## src/rtl/game_pkg.sv

```systemverilog
// Shared encodings and playfield geometry for the gravity-run game controller.
package game_pkg;

  typedef enum logic [1:0] {
    ST_IDLE   = 2'b00,
    ST_GROUND = 2'b01,
    ST_AIR    = 2'b10,
    ST_DEAD   = 2'b11
  } state_t;

  localparam int LINE0_H  = 120;
  localparam int LINE1_H  = 240;
  localparam int LINE2_H  = 360;
  localparam int PLAYER_H = 60;

  // Top-left heights at which a falling player rests on line 1 / line 2.
  localparam int LAND1_H = LINE1_H - PLAYER_H;
  localparam int LAND2_H = LINE2_H - PLAYER_H;

endpackage

```

## src/rtl/step_tick_gen.sv

```systemverilog
// Movement-step divider: counts 0..TICK_DIV-1 while enabled and strobes
// step_en for one cycle after each terminal count.
module step_tick_gen #(
  parameter int TICK_DIV = 500000
) (
  input  logic clk,
  input  logic reset,
  input  logic clr,
  input  logic en,
  output logic step_en
);

  localparam int CW = (TICK_DIV > 2) ? $clog2(TICK_DIV) : 1;

  logic [CW-1:0] cnt;
  logic          at_max;

  assign at_max = (cnt == CW'(TICK_DIV - 1));

  always_ff @(posedge clk) begin
    if (reset || clr) begin
      cnt     <= '0;
      step_en <= 1'b0;
    end else if (en) begin
      cnt     <= at_max ? '0 : cnt + 1'b1;
      step_en <= at_max;
    end else begin
      step_en <= 1'b0;
    end
  end

endmodule

```

## src/rtl/gravity_run_ctrl.sv

```systemverilog
// Run sequencer for the player-height datapath: gravity direction, flip
// buffering, grounded/dead detection, step strobe and score.
//
// state  | meaning
// IDLE   | movement block held in reset, waiting for start
// GROUND | standing on a line, flips apply immediately
// AIR    | moving between lines, one flip may be buffered
// DEAD   | height frozen for display, waiting for start
module gravity_run_ctrl
  import game_pkg::*;
#(
  parameter int TICK_DIV = 500000,
  parameter int MAX_H    = 420,
  parameter int MIN_H    = 0
) (
  input  logic        clk,
  input  logic        reset,
  input  logic        start,
  input  logic        flip_btn,
  input  logic [8:0]  height,
  input  logic [2:0]  lines,
  output logic        grav_dir,
  output logic        step_en,
  output logic        player_rst_n,
  output logic [1:0]  state,
  output logic [15:0] score
);

  state_t      st_q, st_d;
  logic        grav_q, grav_d;
  logic        buf_q, buf_d;
  logic        restart_q, restart_d;
  logic        flip_q;
  logic [15:0] score_q;
  logic        grounded, dead_cond, flip_edge;
  logic        run_start, tick_clr, tick_en;

  assign grounded = grav_q
    ? ((height == 9'(LINE0_H) && lines[0]) || (height == 9'(LINE1_H) && lines[1]))
    : ((height == 9'(LAND1_H) && lines[1]) || (height == 9'(LAND2_H) && lines[2]));

  assign dead_cond = (int'(height) >= MAX_H) ||
                     ((int'(height) <= MIN_H) && grav_q && !grounded);

  assign flip_edge = flip_btn && !flip_q;

  always_comb begin
    st_d         = st_q;
    grav_d       = grav_q;
    buf_d        = buf_q;
    restart_d    = 1'b0;
    run_start    = 1'b0;
    player_rst_n = 1'b1;
    case (st_q)
      ST_IDLE: begin
        player_rst_n = 1'b0;
        if (start || restart_q) run_start = 1'b1;
      end
      ST_GROUND, ST_AIR: begin
        if (dead_cond) begin
          st_d = ST_DEAD;
        end else if (start) begin
          run_start = 1'b1;
        end else if (st_q == ST_GROUND && (flip_edge || buf_q)) begin
          grav_d = !grav_q;
          buf_d  = 1'b0;
          st_d   = ST_AIR;
        end else begin
          if (st_q == ST_AIR && flip_edge) buf_d = 1'b1;
          st_d = grounded ? ST_GROUND : ST_AIR;
        end
      end
      ST_DEAD: begin
        // Pass through IDLE for one cycle so the movement block is reset.
        if (start) begin
          st_d      = ST_IDLE;
          restart_d = 1'b1;
        end
      end
      default: st_d = ST_IDLE;
    endcase
    if (run_start) begin
      st_d   = ST_GROUND;
      grav_d = 1'b0;
      buf_d  = 1'b0;
    end
  end

  assign tick_en  = (st_q == ST_GROUND) || (st_q == ST_AIR);
  assign tick_clr = run_start || (st_d == ST_IDLE) || (st_d == ST_DEAD);

  step_tick_gen #(.TICK_DIV(TICK_DIV)) u_tick (
    .clk     (clk),
    .reset   (reset),
    .clr     (tick_clr),
    .en      (tick_en),
    .step_en (step_en)
  );

  always_ff @(posedge clk) begin
    if (reset) begin
      st_q      <= ST_IDLE;
      grav_q    <= 1'b0;
      buf_q     <= 1'b0;
      restart_q <= 1'b0;
      flip_q    <= 1'b0;
      score_q   <= '0;
    end else begin
      st_q      <= st_d;
      grav_q    <= grav_d;
      buf_q     <= buf_d;
      restart_q <= restart_d;
      flip_q    <= flip_btn;
      if (run_start)                        score_q <= '0;
      else if (step_en && score_q != '1)    score_q <= score_q + 16'd1;
    end
  end

  assign grav_dir = grav_q;
  assign state    = st_q;
  assign score    = score_q;

endmodule

```

## config.mk

```make
export PLATFORM = sky130hd
export DESIGN_NAME = gravity_run_ctrl
export DESIGN_NICKNAME = d
export VERILOG_FILES = /design/src/rtl/game_pkg.sv /design/src/rtl/step_tick_gen.sv /design/src/rtl/gravity_run_ctrl.sv
export SDC_FILE = /design/constraint.sdc
export NUM_CORES = 1
export LEC_CHECK = 0
export CORE_UTILIZATION = 45
export CTS_BUF_LIST = sky130_fd_sc_hd__clkbuf_8
export CTS_CLUSTER_DIAMETER = 120
export DETAILED_ROUTE_END_ITERATION = 10
export PLACE_DENSITY = 0.77
export SYNTH_ARGS = -nofsm -noshare
export SYNTH_HDL_FRONTEND = slang
export SYNTH_SLANG_ARGS = --single-unit
export TNS_END_PERCENT = 20
```

## constraint.sdc

```tcl
create_clock -name clk -period 4.73 [get_ports clk]
set_input_delay 0.7095 -clock clk [delete_from_list [all_inputs] [get_ports clk]]
set_output_delay 0.7095 -clock clk [all_outputs]
set_load 0.01 [all_outputs]
```

==> impl_metrics.tcl <==
set metrics [dict create \
    initial_utilization_pct 47.07 \
    critPathMostFrequentCell "buf_4" \
    grt_util_all_layers_pct 19.35 \
    port_buffers 36 \
    regToRegSetupSlack_ps 2100 \
    crit_fanout 20 \
    finalCritPeriodShare_pct 61.32 \
    crit_type "primary input to register" \
    maxSlewViolCount 0 \
    die_x_um 75.56 \
    antenna_found_initial 0 \
    layout_commonest_cell "dfxtp_1" \
    worstPathRequired_ps 4950 \
    dieArea_um2 5709 \
    grt_first_pass_wirelength_mm 8.562 \
    numCtsBuffers 5 \
    relSlewSlack_pct 51.00 \
    r2r_cells 9 \
    grt_overflow 0 \
    drt_iter0_drc 96 \
    netlist_area_um2 2435 \
    cts_resized 0 \
    ios 37 \
    power.density_nw_per_um2 226.1 \
    vdd_ir_drop_max_mv 0.1223 \
    first_pass_iters 4 \
    avgViaCountPerCell 5.414 \
    clockRootBuffer "clkbuf_8" \
    syn2layout_area_growth_pct 21.12 \
    leakagePower_nw 0.9018 \
    cts_buffer_depth 2 \
    tritoncts "done" \
    numClockSinks 42 \
    gp_congestion 0.7951 \
    cp-start-kind "primary input" \
    r2r-start "state[0]" \
    most-common-layout-cells "42 x dfxtp_1, 36 x clkdlybuf4s50_1, 30 x nor2_1, 26 x nand2_1" \
    synth.avg_cell_area_um2 8.665 \
    hold_depth 2 \
    setup_viol 0 \
    fin_area_um2 2949 \
    skew_ps 6.619 \
    critPathSlowestCell "or4_4" \
    finalSetupTns_ps 0 \
    final_layout_size_suffix_gt1_share_pct 13.17 \
    wl_per_cell_um 12.69 \
    grt_pass1_vias 1872 \
    clk_pin_slew_ps 80 \
    synth_ff_type "dfxtp_1" \
    worstReg2RegEnd "u_tick.cnt[13]" \
    drv_cap 0 \
    cp_cell_sequence "clkdlybuf4s50_1, or4_4, nor4_4, o41ai_2, buf_4, a41oi_1, o2111ai_2, buf_4, nor3_2" \
    endpoint_kind "register" \
    detail-route-antenna-nets 0 \
    synth.top_cells.by_area "dfxtp_1 35%, nor3_2 7.8%, xnor2_1 6.8%" \
    seq_area_frac_synth_pct 34.53 \
    clk_latency_ps 290 \
    drc 0 \
    critPathArrivalTime_ps 3120 \
    tightest_slew_ps 730.0 \
    period_minus_slack_ps 2900 \
    finalHoldViolations 0 \
    place_area_um2 2854 \
    cts-htree-levels 2 \
    holdCritStartpoint "score[3]" \
    core.rowCount 26 \
    slowest_delay_ps 570 \
    synth_enable_flop_cells 0 \
    status "finished clean" \
    route.vias.total 2106 \
    yosys_warnings 0 \
    nNetsFinal 340 \
    fp.coreArea_um2 5172 \
    yosysTopAreaCell "dfxtp_1" \
    worstSetupStartpoint "height[1]" \
    max_clock_freq_ghz 0.3448 \
    hold_end "score[3]" \
    hold_path_class "register to register" \
    synth_seq_cells 42 \
    routed_wl_mm 4.937 \
    hold_buffers 0 \
    yosysUniqueCellTypes 50 \
    dpl.hpwl_mm 3.508 \
    diodes 0 \
    synthArstFlopShare_pct 0 \
    rsz0062_at_grt "false" \
    synth_nets 303 \
    synth_top_area_share_pct 34.53 \
    post-cts-setup-buffers 0 \
    grt_max_degree 21 \
    synth_cells 281 \
    die_h_um 75.56 \
]
worst max-delay path by stage:
stage | end | slack (ps) | cells past startpoint
finish | u_tick.cnt[13] | 1830 | 9
global placement | u_tick.step_en | 1560 | 9
floorplan | u_tick.cnt[10] | 2280 | 7
global route | u_tick.cnt[5] | 1740 | 9
CTS | u_tick.cnt[13] | 1820 | 9
detailed placement | u_tick.cnt[11] | 1520 | 9
worst max-delay path, delay by kind of cell:
kind / cells / cell delay (ps)
AO/OA/AOI/OAI: 3 / 430
buffers and inverters: 3 / 910
AND/OR/NAND/NOR: 3 / 1050
cells in the mapped netlist (2+ instances only):
cell type,number
nand3_1,10
nand3b_1,3
o211ai_1,2
or3_1,2
ha_1,6
and4_1,3
o21ai_0,6
buf_6,3
a31oi_1,2
nor3_2,19
a21oi_1,5
and4b_1,2
dfxtp_1,42
o21ai_1,2
nor4bb_1,2
inv_1,11
and2_1,4
nor4_1,7
a211oi_1,3
nand4_1,12
buf_2,2
nor3_1,7
nor2_1,30
nor4b_1,2
nor3b_1,2
and3_1,5
xnor2_1,19
clkbuf_1,3
nor2b_1,4
nand2_1,26
xor2_1,11
nand2b_1,6
area by class of cell:
class | instances | area (µm²)
fillers | 449 | 2223
multi-input cells | 219 | 1501
flip-flops and latches | 42 | 840.8
repair buffers | 39 | 382.9
well taps | 70 | 87.58
clock buffers | 6 | 82.58
inverters | 11 | 41.29
clock inverters | 2 | 12.51
registers in the layout (all words and copies together), names as in the netlist:
| signal | count |
|---|---|
| u_tick.cnt | 19 |
| score | 16 |
| state | 2 |
| buf_q | 1 |
| flip_q | 1 |
| grav_dir | 1 |
| restart_q | 1 |
| u_tick.step_en | 1 |
per-layer routing:
| layer | track usage [%] | vias up | share of wire (%) |
|---|---|---|---|
| li1 | - | 1072 | - |
| met4 | 6.173 | 0 | 0.73 |
| met2 | 29.96 | 51 | 45 |
| met5 | 0 | - | 0 |
| met3 | 4.101 | 4 | 4.2 |
| met1 | 26.93 | 979 | 50 |
cells by family (layout without fill, tap and decap cells):
group | after synthesis | count (layout) | synth area share [%]
adder cells (fa/ha/maj) | 6 | 6 | 3.083
buffers and inverters | 20 | 58 | 4.265
AND/OR/NAND/NOR | 152 | 152 | 37.87
multiplexers | 2 | 2 | 1.028
XOR/XNOR | 30 | 30 | 10.79
flip-flops | 42 | 42 | 34.53
AO/OA/AOI/OAI | 29 | 29 | 8.427
where the power goes:
group | internal, mW | total, mW | leakage [nW] | switching (mW)
clock network | 0.117 | 0.242 | 0.0472 | 0.125
registers | 0.355 | 0.358 | 0.339 | 0.00287
logic | 0.0311 | 0.0669 | 0.516 | 0.0359
total | 0.503 | 0.667 | 0.902 | 0.164
per-stage QoR:
step	total power, mW	hold WS [ps]	setup slack, ps	instances	utilization [%]
final	0.6669	528.5	1830	389	57.02
after global routing	0.6962	571.4	1740	389	57.02
after CTS	0.6734	532.7	1823	389	57.02
after detailed placement	0.4324	522.4	1517	381	55.18
after global placement	0.4318	497.5	1563	381	55.18
after floorplan	0.4061	491.6	2285	281	-
Note: power is estimated with default switching activity, not from simulation.
